**src/rtl/b200_dbg_uart_pkg.sv**
```systemverilog
// Shared state encoding and frame constants for the b200 debug UART transmitter.
// Build option DEBUG_UART_PARITY_EN adds an even-parity bit between data and stop.
package b200_dbg_uart_pkg;

  localparam int unsigned UART_CLKDIV_DEFAULT = 868;
  localparam int unsigned UART_DATA_BITS      = 8;

`ifdef DEBUG_UART_PARITY_EN
  localparam int unsigned UART_FRAME_BITS = 11;
`else
  localparam int unsigned UART_FRAME_BITS = 10;
`endif

  typedef enum logic [2:0] {
    ST_IDLE   = 3'd0,
    ST_START  = 3'd1,
    ST_DATA   = 3'd2,
`ifdef DEBUG_UART_PARITY_EN
    ST_PARITY = 3'd3,
`endif
    ST_STOP   = 3'd4
  } uart_state_e;

  function automatic logic even_parity(input logic [7:0] data);
    return ^data;
  endfunction

endpackage

```
**src/rtl/b200_dbg_uart_fifo.sv**
```systemverilog
// Synchronous FIFO for the debug UART: registered occupancy count, full/empty
// decided by the extra pointer MSB, pushes when full and pops when empty are ignored.
module b200_dbg_uart_fifo #(
  parameter int unsigned AW = 4,
  parameter int unsigned DW = 8
) (
  input  logic          bus_clk,
  input  logic          reset_global,
  input  logic          push,
  input  logic [DW-1:0] wr_data,
  input  logic          pop,
  output logic [DW-1:0] rd_data,
  output logic          full,
  output logic          empty,
  output logic [AW:0]   level
);

  localparam int unsigned DEPTH   = 1 << AW;
  localparam logic [AW:0] PTR_ONE = {{AW{1'b0}}, 1'b1};

  logic [DW-1:0] mem_r [DEPTH];
  logic [AW:0]   wr_ptr_r;
  logic [AW:0]   rd_ptr_r;
  logic [AW:0]   level_r;
  logic          do_push_s;
  logic          do_pop_s;

  assign full      = (wr_ptr_r[AW] != rd_ptr_r[AW]) &&
                     (wr_ptr_r[AW-1:0] == rd_ptr_r[AW-1:0]);
  assign empty     = (wr_ptr_r == rd_ptr_r);
  assign do_push_s = push && !full;
  assign do_pop_s  = pop && !empty;
  assign rd_data   = mem_r[rd_ptr_r[AW-1:0]];
  assign level     = level_r;

  // Storage array; contents need no reset because the pointers define validity.
  always_ff @(posedge bus_clk) begin
    if (do_push_s) begin
      mem_r[wr_ptr_r[AW-1:0]] <= wr_data;
    end
  end

  // Pointers and occupancy count.
  always_ff @(posedge bus_clk or posedge reset_global) begin
    if (reset_global) begin
      wr_ptr_r <= {(AW+1){1'b0}};
      rd_ptr_r <= {(AW+1){1'b0}};
      level_r  <= {(AW+1){1'b0}};
    end else begin
      if (do_push_s) begin
        wr_ptr_r <= wr_ptr_r + PTR_ONE;
      end
      if (do_pop_s) begin
        rd_ptr_r <= rd_ptr_r + PTR_ONE;
      end
      case ({do_push_s, do_pop_s})
        2'b10:   level_r <= level_r + PTR_ONE;
        2'b01:   level_r <= level_r - PTR_ONE;
        default: level_r <= level_r;
      endcase
    end
  end

endmodule

```
**src/rtl/b200_dbg_uart_tx.sv**
```systemverilog
// Debug UART transmitter (8N1, or 8E1 with DEBUG_UART_PARITY_EN) fed by a byte FIFO.
// txd is registered from the next-state decode so it changes on the same edge as the state.
module b200_dbg_uart_tx
  import b200_dbg_uart_pkg::*;
#(
  parameter int unsigned CLKDIV  = UART_CLKDIV_DEFAULT,
  parameter int unsigned FIFO_AW = 4
) (
  input  logic             bus_clk,
  input  logic             reset_global,
  input  logic [7:0]       s_tdata,
  input  logic             s_tvalid,
  output logic             s_tready,
  output logic             txd,
  output logic             busy,
  output logic [FIFO_AW:0] fifo_level
);

  localparam logic [15:0] BAUD_LAST = 16'(CLKDIV - 1);
  localparam logic [2:0]  BIT_LAST  = 3'(UART_DATA_BITS - 1);

  uart_state_e      state_r;
  uart_state_e      state_s;
  logic [15:0]      baud_r;
  logic [15:0]      baud_s;
  logic [2:0]       bit_idx_r;
  logic [2:0]       bit_idx_s;
  logic [7:0]       shift_r;
  logic [7:0]       shift_s;
  logic             txd_r;
  logic             txd_s;
  logic             pop_s;
  logic             baud_done_s;
  logic [7:0]       fifo_rd_data_s;
  logic             fifo_full_s;
  logic             fifo_empty_s;
  logic [FIFO_AW:0] fifo_level_s;
`ifdef DEBUG_UART_PARITY_EN
  logic             parity_r;
  logic             parity_s;
`endif

  b200_dbg_uart_fifo #(
    .AW (FIFO_AW),
    .DW (8)
  ) u_fifo (
    .bus_clk      (bus_clk),
    .reset_global (reset_global),
    .push         (s_tvalid),
    .wr_data      (s_tdata),
    .pop          (pop_s),
    .rd_data      (fifo_rd_data_s),
    .full         (fifo_full_s),
    .empty        (fifo_empty_s),
    .level        (fifo_level_s)
  );

  assign s_tready    = !fifo_full_s;
  assign fifo_level  = fifo_level_s;
  assign busy        = (state_r != ST_IDLE) || (fifo_level_s != {(FIFO_AW+1){1'b0}});
  assign txd         = txd_r;
  assign baud_done_s = (baud_r == BAUD_LAST);

  // Next-state, baud timing, shift register and registered-txd decode.
  always_comb begin
    state_s   = state_r;
    baud_s    = baud_r + 16'd1;
    bit_idx_s = bit_idx_r;
    shift_s   = shift_r;
    pop_s     = 1'b0;
`ifdef DEBUG_UART_PARITY_EN
    parity_s  = parity_r;
`endif
    case (state_r)
      ST_IDLE: begin
        baud_s = 16'd0;
        if (!fifo_empty_s) begin
          pop_s    = 1'b1;
          shift_s  = fifo_rd_data_s;
`ifdef DEBUG_UART_PARITY_EN
          parity_s = even_parity(fifo_rd_data_s);
`endif
          state_s  = ST_START;
        end else begin
          state_s  = ST_IDLE;
        end
      end
      ST_START: begin
        if (baud_done_s) begin
          baud_s    = 16'd0;
          bit_idx_s = 3'd0;
          state_s   = ST_DATA;
        end else begin
          state_s   = ST_START;
        end
      end
      ST_DATA: begin
        if (baud_done_s) begin
          baud_s = 16'd0;
          if (bit_idx_r == BIT_LAST) begin
`ifdef DEBUG_UART_PARITY_EN
            state_s = ST_PARITY;
`else
            state_s = ST_STOP;
`endif
          end else begin
            bit_idx_s = bit_idx_r + 3'd1;
            shift_s   = {1'b0, shift_r[7:1]};
          end
        end else begin
          state_s = ST_DATA;
        end
      end
`ifdef DEBUG_UART_PARITY_EN
      ST_PARITY: begin
        if (baud_done_s) begin
          baud_s  = 16'd0;
          state_s = ST_STOP;
        end else begin
          state_s = ST_PARITY;
        end
      end
`endif
      ST_STOP: begin
        if (baud_done_s) begin
          baud_s = 16'd0;
          // Chain straight into the next start bit so back-to-back frames have no gap.
          if (!fifo_empty_s) begin
            pop_s    = 1'b1;
            shift_s  = fifo_rd_data_s;
`ifdef DEBUG_UART_PARITY_EN
            parity_s = even_parity(fifo_rd_data_s);
`endif
            state_s  = ST_START;
          end else begin
            state_s  = ST_IDLE;
          end
        end else begin
          state_s = ST_STOP;
        end
      end
      default: begin
        baud_s  = 16'd0;
        state_s = ST_IDLE;
      end
    endcase

    case (state_s)
      ST_IDLE:   txd_s = 1'b1;
      ST_START:  txd_s = 1'b0;
      ST_DATA:   txd_s = shift_s[0];
`ifdef DEBUG_UART_PARITY_EN
      ST_PARITY: txd_s = parity_s;
`endif
      ST_STOP:   txd_s = 1'b1;
      default:   txd_s = 1'b1;
    endcase
  end

  // FSM and datapath registers; reset abandons any frame and idles the line high.
  always_ff @(posedge bus_clk or posedge reset_global) begin
    if (reset_global) begin
      state_r   <= ST_IDLE;
      baud_r    <= 16'd0;
      bit_idx_r <= 3'd0;
      shift_r   <= 8'd0;
      txd_r     <= 1'b1;
`ifdef DEBUG_UART_PARITY_EN
      parity_r  <= 1'b0;
`endif
    end else begin
      state_r   <= state_s;
      baud_r    <= baud_s;
      bit_idx_r <= bit_idx_s;
      shift_r   <= shift_s;
      txd_r     <= txd_s;
`ifdef DEBUG_UART_PARITY_EN
      parity_r  <= parity_s;
`endif
    end
  end

endmodule

```
**config.mk**
```make
export PLATFORM = sky130hd
export DESIGN_NAME = b200_dbg_uart_tx
export DESIGN_NICKNAME = d
export VERILOG_FILES = /design/src/rtl/b200_dbg_uart_pkg.sv /design/src/rtl/b200_dbg_uart_fifo.sv /design/src/rtl/b200_dbg_uart_tx.sv
export SDC_FILE = /design/constraint.sdc
export NUM_CORES = 1
export LEC_CHECK = 0
export BUFFER_PORTS_ARGS = -buffer_cell sky130_fd_sc_hd__clkbuf_2
export CAP_MARGIN = 10
export CORE_ASPECT_RATIO = 1.1
export CORE_MARGIN = 4
export CORE_UTILIZATION = 40
export DETAILED_ROUTE_END_ITERATION = 8
export PLACE_DENSITY = 0.54
export SYNTH_ARGS = -nofsm -noshare
export SYNTH_HDL_FRONTEND = slang
export SYNTH_SLANG_ARGS = --single-unit
export TNS_END_PERCENT = 1
```
**constraint.sdc**
```tcl
create_clock -name bus_clk -period 2.7 [get_ports bus_clk]
set_input_delay 0.135 -clock bus_clk [delete_from_list [all_inputs] [get_ports bus_clk]]
set_output_delay 0.135 -clock bus_clk [all_outputs]
set_load 0.02 [all_outputs]
```
=== Yosys cells after proc, flatten, opt, wreduce, memory -nomap -nowiden ===
Memories as Yosys holds them, arrays and structs flattened.
Cells that the tools add are included.

* Register bits: 46
* Bits in writable memories: 128
* Logic and storage cells: 71
* Input port bits: 11
* Memories kept: 1

* $add $sub $neg: 6
* Reduce and logical (&&, ||, !) cells: 15
* Muxes and demuxes: 24
* Equality and inequality tests: 16

{| class="wikitable"
|+ Memory list
! memory !! words !! width !! rd ports !! clocked after memory_dff !! wr ports !! line !! text
|-
| u_fifo.mem_r || 16 || 8 || 1 || 0 || 1 || b200_dbg_uart_fifo.sv:21 || <nowiki>logic [DW-1:0] mem_r [DEPTH];</nowiki>
|}

{| class="wikitable"
|+ Operators by type and width
! kind !! count
|-
| two-way mux 16 bit || 2
|-
| two-way mux 8 bit || 4
|-
| one-hot mux 8 bit (3 select lines) || 1
|-
| two-way mux 3 bit || 6
|-
| adder 16 x 1 -> 16 bit, second input constant || 1
|-
| equality test 16 x 10 -> 1 bit, second input constant || 1
|-
| adder 5 x 1 -> 5 bit, second input constant || 3
|-
| one-hot mux 3 bit (4 select lines) || 1
|-
| one-hot mux 5 bit (2 select lines) || 1
|-
| != test 2 bit, second input constant || 4
|-
| AND reduction 4 bit || 2
|-
| equality test 3 x 1 -> 1 bit, second input constant || 2
|-
| equality test 3 x 2 -> 1 bit, second input constant || 2
|-
| equality test 3 bit, second input constant || 2
|-
| one-hot mux 3 bit (2 select lines) || 1
|-
| nonzero test 3 bit || 2
|-
| equality test 5 bit || 1
|-
| two-way mux 1 bit || 5
|-
| nonzero test 5 bit || 1
|-
| subtractor 5 x 1 -> 5 bit, second input constant || 1
|-
| equality test 4 bit || 1
|-
| one-hot mux 1 bit (2 select lines) || 2
|-
| nonzero test 2 bit || 2
|-
| adder 3 x 1 -> 3 bit, second input constant || 1
|-
| 9 further kinds || 12
|}

=== Longest topological paths before layout ===
* Word-level depth: 7
* Gate-level depth with buffers: 14

=== Hierarchy ===
Synthesis repeated with hierarchy kept, for this count alone.

* Cell total of the unflattened synthesis: 476
* Area, all modules: 7,578.5 µm²

{| class="wikitable"
|+ By module, submodules not included
! module !! sequential area each (µm²) !! times used !! cells an instance !! area each (µm²)
|-
| b200_dbg_uart_fifo || 4,219.0 || 1 || 314 || 5,911.9
|-
| b200_dbg_uart_tx || 777.0 || 1 || 162 || 1,666.6
|}

=== Worst setup path after synthesis ===
No wires, ideal clock.

* Kind: register to register
* From: register baud_r[0]
* To: register u_fifo.level_r[4] (netlist: u_fifo.level[4])
* Arrival time: 2.857 ns
* Library setup time: 0.080 ns
* Data required time: 2.620 ns
* Cell stages (with the launch flop): 15
* Path slack: -0.236 ns
* Clock period less this slack: 2.936 ns
* Buffers on the path: 0
* Cells stage by stage: dfrtp_1 ha_1 and4b_1 nand4_2 a22oi_2 nand2_1 inv_2 ha_1 inv_1 fa_1 nor2b_1 o21ai_0 and3_1 nor3_1 xor2_1

* Cells in the longest elaborated chain, start to end: 6
* Elaborated cells between the ends (all ways): 8
* Classes of those cells: eq/ne: 3; mux: 3; reduce/logical: 2

{| class="wikitable"
|+ Ends and longest elaborated chain
! what !! line !! text
|-
| from (decl) || b200_dbg_uart_tx.sv:24 || <nowiki>logic [15:0] baud_r;</nowiki>
|-
| from (signal assigned) || b200_dbg_uart_tx.sv:173 || <nowiki>baud_r <= baud_s;</nowiki>
|-
| equality test 16 x 10 -> 1 bit (*) || b200_dbg_uart_tx.sv:62 || <nowiki>assign baud_done_s = (baud_r == BAUD_LAST);</nowiki>
|-
| two-way mux 1 bit (*) || b200_dbg_uart_tx.sv:125 || <nowiki>if (baud_done_s) begin</nowiki>
|-
| one-hot mux 1 bit (2 select lines) (*) || b200_dbg_uart_tx.sv:74 || <nowiki>case (state_r)</nowiki>
|-
| logical AND 1 bit (*) || b200_dbg_uart_fifo.sv:32 || <nowiki>assign do_pop_s = pop && !empty;</nowiki>
|-
| net u_fifo.do_pop_s || b200_dbg_uart_fifo.sv:26 || <nowiki>logic do_pop_s;</nowiki>
|-
| equality test 2 x 1 -> 1 bit / equality test 2 bit (equally long branches) || b200_dbg_uart_fifo.sv:56 || <nowiki>case ({do_push_s, do_pop_s})</nowiki>
|-
| one-hot mux 5 bit (2 select lines) / nonzero test 2 bit (equally long branches) || n/a ||
|-
| to (signal assigned) || b200_dbg_uart_fifo.sv:57 || <nowiki>2'b10: level_r <= level_r + PTR_ONE;</nowiki>
|-
| to (signal assigned) || b200_dbg_uart_fifo.sv:58 || <nowiki>2'b01: level_r <= level_r - PTR_ONE;</nowiki>
|-
| to (signal assigned) || b200_dbg_uart_fifo.sv:59 || <nowiki>default: level_r <= level_r;</nowiki>
|-
| to (decl) || b200_dbg_uart_fifo.sv:24 || <nowiki>logic [AW:0] level_r;</nowiki>
|}

The timed path passes the listed nets; every way through them passes the cells marked *.
A chain may end at the register's enable or synchronous reset.

=== Worst setup path in the final report ===
* From: register baud_r[1]
* To: register u_fifo.level_r[4] (netlist: u_fifo.level[4])

The elaborated chain is that of the path after synthesis.

==> summary.md <==
| Metric | Value |
|---|---|
| Fraction of layout cells with a size suffix above 1 | 29.53% |
| Worst-case vdd ir drop | 0.4482 mV |
| Clock sinks | 174 |
| Critical R2R Launch | baud_r[1] |
| Setup TNS Final | 0 ps |
| Fin cells | 795 |
| Hold slack | between 100 and 150 ps |
| GRT Total Usage | approximately 16% |
| Number of port buffers | 18 |
| Clock Path Buffers | 2 |
| Slew margin rel. | between 40% and 50% |
| Pwr Density | 824.7 nW/um2 |
| Startpoint Class | flop |
| Most common cell in the synthesized netlist | edfxtp_1 |
| Combinational share of power | 20.5% |
| Mapped cell area | 7431 um2 |
| Pins over their slew limit | 0 |
| Setup crit end kind | flop |
| Final min period | 2572 ps |
| Placed Cells incl. Taps | 760 |
| Post-route DRC | 0 |
| DR iter-0 viols | 270 |
| Gr ovfl total | 0 |
| GPL Wtd Cong | 0.7907 |
| Via count | 4063 |
| Critical Path AT | 2920 ps |
| Syn Area/Cell | 16.08 um2 |
| Hpwl dp | 10210 um |
| Height of the die | between 150 and 200 um |
| Final hold violations | 0 |
| Fill count | about 1.6k |
| Fin util | a little under half |
| DRT antenna net count | 0 |
| DIE WIDTH | 138.0 um |
| Run status | finished, final reports clean |
| Sequential power share | around 47% |
| Multi-input logic area | ~2300 um2 |
| Final setup fails | 0 |
| Nets@finish | ~560 |
| Share of power burned in the clock network | 32.9% |
| Most area-consuming cells after synthesis | edfxtp_1 52%, dfrtp_1 15%, mux4_2 9.7% |
| Cell variety after synth | 49 |
| Row count | 52 |
| Sequential share of the synthesized area | a little under 70% |
| Layout Skew | 10.65 ps |
| CTS tree | built |
| Starting Density | 40.50% |
| Drt wl/cell | 18.98 um |
| Worst hold endpoint | u_fifo.mem_r[9][5] |
| CP Max Fanout | 4 |
| Post-synth top area share | 51.73% |
| Crit path kind | reg -> reg |
| FF-to-FF setup slack | 130 ps |
| Largest net degree at the start of global routing | 37 |
| # diodes | 0 |
| Worst r2r path cells | 14 |
| Num CTS Buffers | 17 |
| Unrepaired setup endpoints after global routing | yes |
| Routed WL | about 15000 um |
| Max-cap viol count | 0 |
| Clock slew at reported path FFs | 70 ps |
| FF-to-FF End | u_fifo.level[4] |
| Layout area overhead | 18.20% |
| Worst Tran Pin Value | 775.7 ps |
| DR pass1 iterations | 4 |
| Die ar. | 20820 um2 |
| Top achievable clock speed | 388.8 MHz |
| Synthesis-stage register bit count | 174 |
| CTS HTree Levels | 4 |
| Synth cell count leaders | 128 x edfxtp_1, 45 x dfrtp_1, 37 x nor2_1 |
| Worst EP required | 3050 ps |
| Vias per Instance | between 5 and 6 |
| Clk_lat worst skew | 420 ps |
| Clock root buffer master | clkbuf_16 |
| Cells after Synth | 462 |
| Hold Crit Class | in -> reg |
| Hold Crit Depth | 1 |
| Hold_sp | s_tdata[5] |
| Post-synth ARST share | around a quarter |
| Vias in the first global route | 4330 |
| Psw | between 2 and 2.5 mW |
| Internal power | 5.189 mW |
| Ports | 19 |
| Post-synth EDFFs | 128 |
| Final period util | 95.25% |
| Core box area | 18350 um2 |
| Initial antenna violation count | 0 |
| First-pass GRT wire length | ~24000 um |
| Sw frac | 28.36% |
| Synthesis Warnings | 0 |
| Pwr Total | 7.244 mW |
| Register area | 4999 um2 |
| Syn_nets | 486 |
| Pleak | between 3 and 4 nW |
| Leading area contributor after synthesis | edfxtp_1 |
| Post-synth top flop | edfxtp_1 |
[per-stage QoR]
step / worst slack [ps] / cell area (um2)
after CTS: 17.24 / 8775
after floorplan: 7.729 / 7466
after global routing: -29.18 / 8783
final: 128.3 / 8783
after detailed placement: -9.236 / 8170
after global placement: 77.76 / 8170
[worst max path at each step]
stage,start,end
2_1_floorplan,baud_r[0],u_fifo.level[4]
3_3_place_gp,baud_r[1],u_fifo.level[4]
6_report,baud_r[1],u_fifo.level[4]
3_5_place_dp,baud_r[12],u_fifo.level[4]
5_1_grt,baud_r[1],u_fifo.level[4]
4_1_cts,baud_r[1],u_fifo.level[4]
[timing repair]
action / in CTS / in global routing
endpoints found under the hold margin: 33 / 0
hold buffers: 1 / 0
setup endpoints to repair: 1 / 2
pin swaps: 1 / 2
buffers inserted: 2 / 0
gates cloned: 0 / 0
gates resized for setup: 0 / 5
[layer usage]
metal / share of wire, % / GRT usage (%) / vias up
met2: 54 / 28.22 / 49
met3: 3.1 / 3.621 / 20
li1: - / - / 1917
met1: 40 / 18.72 / 2077
met5: 0 / 0 / -
met4: 2.1 / 6.126 / 0
[cell usage in the layout, fill, tap and decap left out, types with 10 or more instances in the layout]
| master | synthesis | routed |
|---|---|---|
| xor2_1 | 15 | 15 |
| nand2_1 | 22 | 21 |
| clkbuf_2 | 0 | 18 |
| ha_1 | 12 | 10 |
| mux4_2 | 32 | 32 |
| edfxtp_1 | 128 | 128 |
| buf_4 | 0 | 56 |
| nand3_1 | 12 | 12 |
| dfrtp_1 | 45 | 43 |
| inv_1 | 17 | 15 |
| xnor2_1 | 15 | 15 |
| nor2_1 | 37 | 37 |
| clkbuf_16 | 0 | 17 |
[state kept, by name, summed over array words and instances (netlist names)]
register / count
u_fifo.mem_r: 128
baud_r: 16
shift_r: 8
u_fifo.level: 5
u_fifo.rd_ptr_r: 5
u_fifo.wr_ptr_r: 5
bit_idx_r: 3
state_r: 3
txd: 1
[kinds of logic after synthesis]
kind of cell | after synthesis | share of synthesized area (%)
buffers and inverters | 36 | 2.324
adders and majority gates | 13 | 2.290
AOI/OAI and AO/OA | 41 | 4.142
muxes | 44 | 11.38
and+or+nand+nor | 123 | 8.874
DFF | 174 | 67.23
xor gates and xnor gates | 31 | 3.755
[cell type report]
cell class / count / share of cell area, %
inverters: 18 / 0.8262
clock inverters: 14 / 1.709
multi-input cells: 252 / 26.15
clock buffers: 18 / 4.886
well taps: 243 / 3.462
repair buffers: 76 / 6.054
flip-flops and latches: 174 / 56.91
[critical path: stages, from the launching register on]
cell and delay, ps:
dfrtp_1 400, ha_4 140, and4b_1 210, nand4_2 120, a22oi_2 240, nand2_2 100
inv_4 70, ha_4 160, inv_4 40, fa_2 340, nor2b_1 120, o21ai_1 80
and3_1 190, nor3_2 130, xor2_1 150
[power groups by stage]
stage	combinational, mW	sequential, mW	clock [mW]
CTS	1.51	3.38	2.45
global placement	1.45	3.42	0
floorplan	0.883	3.47	0
detailed placement	1.47	3.44	0
global route	1.64	3.41	2.57
finish	1.48	3.38	2.39
Note: power is estimated with default switching activity, not from simulation.
